===== config.mk =====
export PLATFORM = sky130hd
export DESIGN_NAME = rptr_empty_fwft
export DESIGN_NICKNAME = d
export VERILOG_FILES = /design/src/rtl/fifo_pkg.sv /design/src/rtl/fwft_buf.sv /design/src/rtl/rptr_empty_fwft.sv
export SDC_FILE = /design/constraint.sdc
export NUM_CORES = 1
export LEC_CHECK = 0
export ABC_AREA = 1
export CORE_UTILIZATION = 60
export CTS_CLUSTER_DIAMETER = 200
export DETAILED_ROUTE_END_ITERATION = 16
export DONT_BUFFER_PORTS = 1
export PLACE_DENSITY = 0.76
export SYNTH_ARGS = -nofsm -noshare
export SYNTH_HDL_FRONTEND = slang
export SYNTH_SLANG_ARGS = --single-unit

===== constraint.sdc =====
create_clock -name rclk -period 3.6 [get_ports rclk]
set_input_delay 0.54 -clock rclk [delete_from_list [all_inputs] [get_ports rclk]]
set_output_delay 0.54 -clock rclk [all_outputs]
set_load 0.1 [all_outputs]

===== src/rtl/fifo_pkg.sv =====
// Shared async-FIFO helpers: Gray/binary conversion and FWFT buffer depth.
// Used by both the read-side and write-side pointer stages.
package fifo_pkg;

  localparam int FWFT_DEPTH = 2;
  localparam int GRAY_MAXW  = 32;

  // Callers zero-extend narrower pointers and truncate the result back to their width.
  function automatic logic [GRAY_MAXW-1:0] bin2gray(input logic [GRAY_MAXW-1:0] b);
    return b ^ (b >> 32'd1);
  endfunction

  function automatic logic [GRAY_MAXW-1:0] gray2bin(input logic [GRAY_MAXW-1:0] g);
    logic [GRAY_MAXW-1:0] b;
    b = g;
    for (int s = 32'sd1; s < GRAY_MAXW; s = s * 32'sd2) begin
      b = b ^ (b >> s);
    end
    return b;
  endfunction

endpackage


===== src/rtl/fwft_buf.sv =====
// Two-entry first-word-fall-through output buffer for the FIFO read side.
// Head entry is presented directly from registers; no path from pop to rdata.
module fwft_buf
  import fifo_pkg::*;
#(
  parameter int DW = 8
) (
  input  logic          clk,
  input  logic          rst,
  input  logic          push,
  input  logic [DW-1:0] push_data,
  input  logic          pop,
  output logic [DW-1:0] rdata,
  output logic          rvalid,
  output logic [1:0]    occ
);

  logic [DW-1:0] entry_r [FWFT_DEPTH];
  logic          head_r;
  logic          tail_r;
  logic [1:0]    occ_r;
  logic          pop_s;

  assign pop_s = pop & (occ_r != 2'd0);

  // Entry storage, ring indices and occupancy
  always_ff @(posedge clk) begin
    if (rst) begin
      entry_r[0] <= '0;
      entry_r[1] <= '0;
      head_r     <= 1'b0;
      tail_r     <= 1'b0;
      occ_r      <= 2'd0;
    end else begin
      if (push) begin
        entry_r[tail_r] <= push_data;
        tail_r          <= ~tail_r;
      end
      if (pop_s) begin
        head_r <= ~head_r;
      end
      case ({push, pop_s})
        2'b10:   occ_r <= occ_r + 2'd1;
        2'b01:   occ_r <= occ_r - 2'd1;
        default: occ_r <= occ_r;
      endcase
    end
  end

  assign rdata  = entry_r[head_r];
  assign rvalid = (occ_r != 2'd0);
  assign occ    = occ_r;

endmodule


===== src/rtl/rptr_empty_fwft.sv =====
// Async FIFO read-domain stage: read pointers, registered empty, RAM fetch, FWFT output.
// Define FIFO_RDCOUNT_EN to add the registered rcount occupancy output.
module rptr_empty_fwft
  import fifo_pkg::*;
#(
  parameter int AW = 4,
  parameter int DW = 8
) (
  input  logic          rclk,
  input  logic          rrst,
  input  logic [AW:0]   rq2_wptr,
  input  logic          ren,
  input  logic [DW-1:0] mem_rdata,
  output logic [AW-1:0] mem_raddr,
  output logic          mem_ren,
  output logic [AW:0]   rptr,
  output logic          rempty,
  output logic [DW-1:0] rdata,
  output logic          rvalid
`ifdef FIFO_RDCOUNT_EN
  ,
  output logic [AW+1:0] rcount
`endif
);

  localparam int PW = AW + 1;

  logic [AW:0] rbin_r;
  logic [AW:0] rptr_r;
  logic        rempty_r;
  logic        inflight_r;
  logic [AW:0] rbin_nxt_s;
  logic [AW:0] rgray_nxt_s;
  logic        pop_s;
  logic        fetch_s;
  logic [1:0]  occ_s;
  logic [2:0]  demand_s;

  // Fetch only while buffer words plus the word in flight stay within the two slots
  assign pop_s       = ren & rvalid;
  assign demand_s    = {1'b0, occ_s} - {2'b00, pop_s} + {2'b00, inflight_r};
  assign fetch_s     = ~rempty_r & (demand_s < 3'd2);
  assign rbin_nxt_s  = rbin_r + {{AW{1'b0}}, fetch_s};
  assign rgray_nxt_s = PW'(bin2gray(GRAY_MAXW'(rbin_nxt_s)));

  // Read pointers, empty flag and RAM read-latency tracker
  always_ff @(posedge rclk) begin
    if (rrst) begin
      rbin_r     <= '0;
      rptr_r     <= '0;
      rempty_r   <= 1'b1;
      inflight_r <= 1'b0;
    end else begin
      rbin_r     <= rbin_nxt_s;
      rptr_r     <= rgray_nxt_s;
      rempty_r   <= (rgray_nxt_s == rq2_wptr);
      inflight_r <= fetch_s;
    end
  end

  assign mem_ren   = fetch_s;
  assign mem_raddr = rbin_r[AW-1:0];
  assign rptr      = rptr_r;
  assign rempty    = rempty_r;

  fwft_buf #(.DW(DW)) u_buf (
    .clk       (rclk),
    .rst       (rrst),
    .push      (inflight_r),
    .push_data (mem_rdata),
    .pop       (pop_s),
    .rdata     (rdata),
    .rvalid    (rvalid),
    .occ       (occ_s)
  );

`ifdef FIFO_RDCOUNT_EN
  logic [AW:0]   wbin_s;
  logic [AW+1:0] rcount_r;

  assign wbin_s = PW'(gray2bin(GRAY_MAXW'(rq2_wptr)));

  // Conservative occupancy: lags writes by the synchronizer delay
  always_ff @(posedge rclk) begin
    if (rrst) begin
      rcount_r <= '0;
    end else begin
      rcount_r <= {1'b0, wbin_s - rbin_r} + {{AW{1'b0}}, occ_s}
                + {{(AW+1){1'b0}}, inflight_r};
    end
  end

  assign rcount = rcount_r;
`endif

endmodule


=== Word level (Yosys, flattened, before mapping) ===
Memories as Yosys holds them, arrays and structs flattened. A register that Yosys moved wholly into a read port is not among the register bits.
Index checks and enable logic that the tools add are counted.

* Memories kept: 1
* Memory bits (read-only): 0
* Register bits after elaboration: 16
* Latch bits: 0
* Logic and storage cells: 38
* Bits in writable memories: 16

{| class="wikitable"
|+ Memories
! name !! depth !! width !! rd ports !! clocked after Yosys merged registers in !! write ports !! RTL line !! source
|-
| u_buf.entry_r || 2 || 8 || 1 || 1 || 2 || fwft_buf.sv:18 || <nowiki>logic [DW-1:0] entry_r [FWFT_DEPTH];</nowiki>
|}

* Reductions and logical operators: 3
* $lt $le $gt $ge: 1
* $add $sub $neg: 5
* Shift-type cells: 0
* Multipliers: 0
* Bitwise logic cells: 7
* Divide/modulo/power cells: 0
* Equal/unequal tests: 3
* Muxes and demuxes: 11

{| class="wikitable"
|+ Operators with widths
! kind !! number
|-
| 1-bit 2-to-1 mux || 9
|-
| 8-bit 2-to-1 mux || 1
|-
| 8-bit OR reduction || 1
|-
| 5-bit by 1-bit adder with 5-bit output || 1
|-
| 5-bit equality test || 1
|-
| 5-bit by 4-bit XOR with 5-bit output || 1
|-
| 2-bit one-hot mux with 2 select lines || 1
|-
| 2-bit nonzero test || 2
|-
| 3-bit by 1-bit adder with 3-bit output || 1
|-
| 1-bit bitwise AND || 3
|-
| 3-bit by 2-bit < comparator with 1-bit output, second input constant || 1
|-
| 1-bit NOT || 3
|-
| 2-bit by 1-bit subtractor with 3-bit output || 1
|-
| 2-bit by 1-bit adder with 2-bit output, second input constant || 1
|-
| 2-bit by 1-bit equality test with 1-bit output, second input constant || 1
|-
| 2-bit equality test, second input constant || 1
|-
| 2-bit by 1-bit subtractor with 2-bit output, second input constant || 1
|}

=== Depth between registers and ports, before layout ===
* Depth in word-level cells: 9
* Depth in mapped cells: 22
* Depth with buffers taken out: 22

=== Modules after synthesis ===
From an unflattened synthesis, not the netlist that was laid out.

* Cells, all modules: 189
* Area, all modules: 1,615.3 um^2

{| class="wikitable"
|+ Modules (own cells, without submodules)
! module !! area each (um^2) !! cells each !! times used
|-
| fwft_buf || 943.4 || 87 || 1
|-
| rptr_empty_fwft || 671.9 || 102 || 1
|}

=== Worst setup path after synthesis ===
OpenSTA, ideal clock, no wires.

* Path type: reg-to-reg
* Start point: reg u_buf.occ_r[1], in the netlist u_buf.occ[1]
* End point: reg rempty_r, in the netlist rempty
* Path buffers: 0
* Setup time: 0.116 ns
* Data arrival time: 4.356 ns
* Cell stages (with the launch flop): 20
* Setup slack: -0.871 ns
* Path through: dfxtp_1 -> inv_1 -> nand2_1 -> nand2_1 -> inv_1 -> ha_1 -> or2_2 -> fa_1 -> and3_1 -> ha_1 -> ha_1 -> nand3_1 -> nand2_1 -> nand2_2 -> inv_2 -> nand2_1 -> nand3_1 -> nand2_1 -> nand3_1 -> nand2_1

* Cells in the longest elaborated chain, start to end: 9

{| class="wikitable"
|+ RTL lines
! what !! RTL line !! source
|-
| start: declaration || fwft_buf.sv:21 || <nowiki>logic [1:0] occ_r;</nowiki>
|-
| start signal: assignment || fwft_buf.sv:43 || <nowiki>2'b10: occ_r <= occ_r + 2'd1;</nowiki>
|-
| start signal: assignment || fwft_buf.sv:44 || <nowiki>2'b01: occ_r <= occ_r - 2'd1;</nowiki>
|-
| start signal: assignment || fwft_buf.sv:45 || <nowiki>default: occ_r <= occ_r;</nowiki>
|-
| 2-bit nonzero test || fwft_buf.sv:51 || <nowiki>assign rvalid = (occ_r != 2'd0);</nowiki>
|-
| named net rvalid || rptr_empty_fwft.sv:19 || <nowiki>output logic rvalid</nowiki>
|-
| 1-bit bitwise AND || rptr_empty_fwft.sv:40 || <nowiki>assign pop_s = ren & rvalid;</nowiki>
|-
| 2-bit by 1-bit subtractor with 3-bit output || rptr_empty_fwft.sv:41 || <nowiki>assign demand_s = {1'b0, occ_s} - {2'b00, pop_s} + {2'b00, inflight_r};</nowiki>
|-
| 3-bit by 1-bit adder with 3-bit output || rptr_empty_fwft.sv:41 ||
|-
| 3-bit by 2-bit < comparator with 1-bit output || rptr_empty_fwft.sv:42 || <nowiki>assign fetch_s = ~rempty_r & (demand_s < 3'd2);</nowiki>
|-
| 1-bit bitwise AND || rptr_empty_fwft.sv:42 ||
|-
| named net mem_ren || rptr_empty_fwft.sv:15 || <nowiki>output logic mem_ren,</nowiki>
|-
| 5-bit by 1-bit adder with 5-bit output || rptr_empty_fwft.sv:43 || <nowiki>assign rbin_nxt_s = rbin_r + {{AW{1'b0}}, fetch_s};</nowiki>
|-
| 5-bit by 4-bit XOR with 5-bit output || fifo_pkg.sv:10 || <nowiki>return b ^ (b >> 32'd1);</nowiki>
|-
| 5-bit equality test || rptr_empty_fwft.sv:56 || <nowiki>rempty_r <= (rgray_nxt_s == rq2_wptr);</nowiki>
|-
| end signal: assignment || rptr_empty_fwft.sv:56 ||
|-
| end: declaration || rptr_empty_fwft.sv:30 || <nowiki>logic rempty_r;</nowiki>
|}

The timed path passes the listed nets, and every way through them passes these cells.
A chain may end at the register's enable or synchronous reset.

=== Worst setup path after layout ===
* Start point: reg u_buf.occ_r[1], in the netlist u_buf.occ[1]
* End point: reg rempty_r, in the netlist rempty

* Cells in the longest elaborated chain, start to end: 9

{| class="wikitable"
|+ RTL lines
! what !! RTL line !! source
|-
| 2-bit nonzero test || fwft_buf.sv:51 ||
|-
| 1-bit bitwise AND || rptr_empty_fwft.sv:40 ||
|-
| 2-bit by 1-bit subtractor with 3-bit output * || rptr_empty_fwft.sv:41 ||
|-
| 3-bit by 1-bit adder with 3-bit output * || rptr_empty_fwft.sv:41 ||
|-
| 3-bit by 2-bit < comparator with 1-bit output * || rptr_empty_fwft.sv:42 ||
|-
| 1-bit bitwise AND * || rptr_empty_fwft.sv:42 ||
|-
| 5-bit by 1-bit adder with 5-bit output * || rptr_empty_fwft.sv:43 ||
|-
| named net rbin_nxt_s[1] || rptr_empty_fwft.sv:32 || <nowiki>logic [AW:0] rbin_nxt_s;</nowiki>
|-
| 5-bit by 4-bit XOR with 5-bit output * || fifo_pkg.sv:10 ||
|-
| 5-bit equality test * || rptr_empty_fwft.sv:56 ||
|}

Mark *: on every way through the listed nets, which the timed path passes. The rest lies on a longest branch.

==> flow_summary.toml <==
[run_status]
status = "completed"

[sta]
fin_skew_ns = 0.00757
period_share_pct = 90.1
worst_slew_pin_slew_ns = 1.12
min_period_ns = 3.24
fmax_ghz = 0.308
slew_viol_final = 0
rsz0062_at_grt = "false"
relSlewSlack_pct = 25.3
tns_ns = 0
setup_violations = 0
hold_viol_final = 0
whs_ns = 0.261

[detailed_routing]
post-route-drc-count = 0
final_antenna_net_count = 0
via_per_inst = 5.62
vias = 1175
wl_mm = 2.97
firstDrtPassIters = 4
drtIter0Drc = 29
wl_per_cell_um = 14.2

[yosys]
synth_xor_area_share_pct = 0
yosysTopAreaCell = "edfxtp_1"
synthTopCellsByCount = "nand2_1 (36), nor2_1 (26), inv_1 (20)"
synth_seq_cells = 32
ys_seq_area_share_pct = 53.4
avgSynthCellArea_um2 = 8.82
yosys.area_share.adder_pct = 4.67
async_flop_share_pct = 0
synth_top_area_share_pct = 32.0
yosys-top-cells-area = "edfxtp_1 (32%), dfxtp_1 (21%), nand2_1 (9.0%), nor2_1 (6.5%), mux2_2 (6.0%)"
yosysMostFrequentCell = "nand2_1"
synthSimpleGateAreaFrac_pct = 24.3
synth_nets = 191
synth_top_family_by_area = "simple AND/OR/NAND/NOR gates"
synth_edf_count = 16
netlist_instances = 170
synth_compound_area_share_pct = 4.34
synth.distinct_cells = 21
synthFlopType = "edfxtp_1"
syn_area_um2 = 1500
yosysWarnings = 0
synthMuxAreaShare_pct = 6.01

[power]
p_int_mw = 0.763
p_leak_nw = 0.767
p_seq_share_pct = 35.1
irDropWorstVdd_mv = 0.932
totalPowerFinal_mw = 1.56
combPwrFrac_pct = 47.9
p_switching_mw = 0.794
powerDensity_nw_per_um2 = 943
power_frac_clock_pct = 17.0
netSwitchingFraction_pct = 51.0

[final_layout]
num-nets-final = 201
n_antenna_cell = 0
drive_gt1_share_pct = 19.9
final_core_util_pct = 72.6
syn_to_final_growth_pct = 10.1
fin_cells = 209

[worst_setup_path]
critical-path-slowest-cell = "fa_1"
crit_chain = "inv_2, nand2_4, nand2_1, inv_2, ha_1, or2_2, fa_1, nor2_1, nor2_1, and3_4, ha_1, ha_1, inv_1, nand2_1, nand2_1, nand2_1, nand2_1, nand3_1, nor2_1, nand3_1, nand2_1"
crit_type = "reg2reg"
worstPathArrival_ns = 3.52
critPathMostFrequentCell = "nand2_1"
path_buf_inv = 3
cp-start-kind = "register"
required_ns = 3.87
critPathTopFamily = "simple AND/OR/NAND/NOR gates"
end_kind = "register"
slowest_delay_ns = 0.39
path_max_fanout = 5
cp_num_cells = 21
rr_worst_depth = 21

[floorplanning]
core_um2 = 2280
die_h_um = 52.0
row_count = 17
io_pins = 36
die_x_um = 52.0
dieArea_um2 = 2700
start_util_pct = 65.9

[clock_tree]
clkLatencyLatePin_ns = 0.33
clk_pin_slew_ns = 0.09
cts_tree = "yes"
post_cts_buffers = 0
cts_num_sinks = 32
cts-htree-levels = 2
cts-root-buf = "clkbuf_4"
cts_buffer_depth = 2
cts_buffers = 5

[min_path]
hold_path.class = "in2reg"
hold_depth = 1

[global_routing]
overflow = 0
grt_pass1_vias = 1135
grt_start_max_net_pins = 12
track_usage_pct = 25.6
grt_pass1_wl_mm = 4.79
antenna_found_initial = 0

[placed_design]
io_buffers = 0
dp_hpwl_mm = 2.29
numPlacedInstances = 201
gp_congestion = 0.875

[flow_run]
max_cap_violations = 0
-- layer usage --
layer	track usage (%)	share of wire [%]	vias to the layer above
met5	0	0	-
met4	14.4	1.9	0
met3	7.60	7.9	9
met2	44.0	51	51
met1	27.7	39	543
li1	-	-	572
-- stage by stage --
| stage | area, um2 | setup WS, ns |
|---|---|---|
| 3_3_place_gp | 1570 | 0.398 |
| 2_1_floorplan | 1510 | 0.0834 |
| 3_5_place_dp | 1570 | 0.284 |
| 5_1_grt | 1650 | 0.0456 |
| 4_1_cts | 1650 | 0.243 |
| 6_report | 1650 | 0.355 |
-- final cells by class --
type / count / area [um2]
tap: 28 / 35.0
timing repair buffer: 6 / 45.0
multi-input combinational: 111 / 602
fill: 183 / 624
clock buffer: 6 / 41.3
inverter: 24 / 90.1
clock inverter: 2 / 35.0
sequential: 32 / 803
-- worst paths after layout --
kind,from,end,slack [ns]
setup / recovery,u_buf.occ[1],rempty,0.36
hold / removal,rrst,rptr[1],0.26
hold reg to reg,u_buf.head_r,u_buf.head_r,0.48
setup reg to reg,u_buf.occ[1],rempty,0.36
-- cells in the final DEF (no fill, tap or decap) --
cell type / netlist / final
dfxtp_1: 16 / 14
ha_1: 4 / 4
buf_4: 0 / 6
a21oi_1: 9 / 9
clkbuf_1: 1 / 1
nand3b_1: 2 / 2
dfxtp_2: 0 / 2
nor2_1: 26 / 26
and3_4: 0 / 1
inv_2: 3 / 6
edfxtp_1: 16 / 16
nand2_4: 0 / 1
inv_1: 20 / 17
bufinv_16: 0 / 1
nand2_1: 36 / 35
clkinv_1: 1 / 1
o21ai_0: 4 / 4
clkbuf_4: 0 / 5
nand4_1: 3 / 3
clkinv_2: 0 / 1
mux2_2: 8 / 8
nand3_1: 12 / 12
fa_1: 1 / 1
nand2_2: 4 / 4
or2_2: 1 / 1
-- power by group through the flow --
stage	clock network, mW	registers [mW]	logic [mW]
3_3_place_gp	0	0.547	0.719
4_1_cts	0.270	0.544	0.747
5_1_grt	0.284	0.555	0.800
3_5_place_dp	0	0.552	0.744
2_1_floorplan	0	0.600	0.585
6_report	0.265	0.546	0.746
-- repair_timing --
action / CTS / global route
setup endpoints to repair: 0 / 1
hold buffers: 0 / 0
gates resized for setup: 0 / 5
-- kinds of logic (layout without fill, tap and decap cells) --
family	after synthesis	count (layout)
buffers and inverters	27	38
DFF	32	32
adders and majority gates	5	5
muxes	8	8
AOI/OAI and AO/OA	13	13
and+or+nand+nor	85	85
-- registers in the layout, summed over array words and instances, names as in the netlist, named ones only --
signal / cells
u_buf.tail_r: 1
rbin_r: 5
inflight_r: 1
u_buf.occ: 2
rempty: 1
rptr: 4
u_buf.head_r: 1
u_buf.entry_r: 16
No activity file was read; power rests on OpenSTA's default activity.
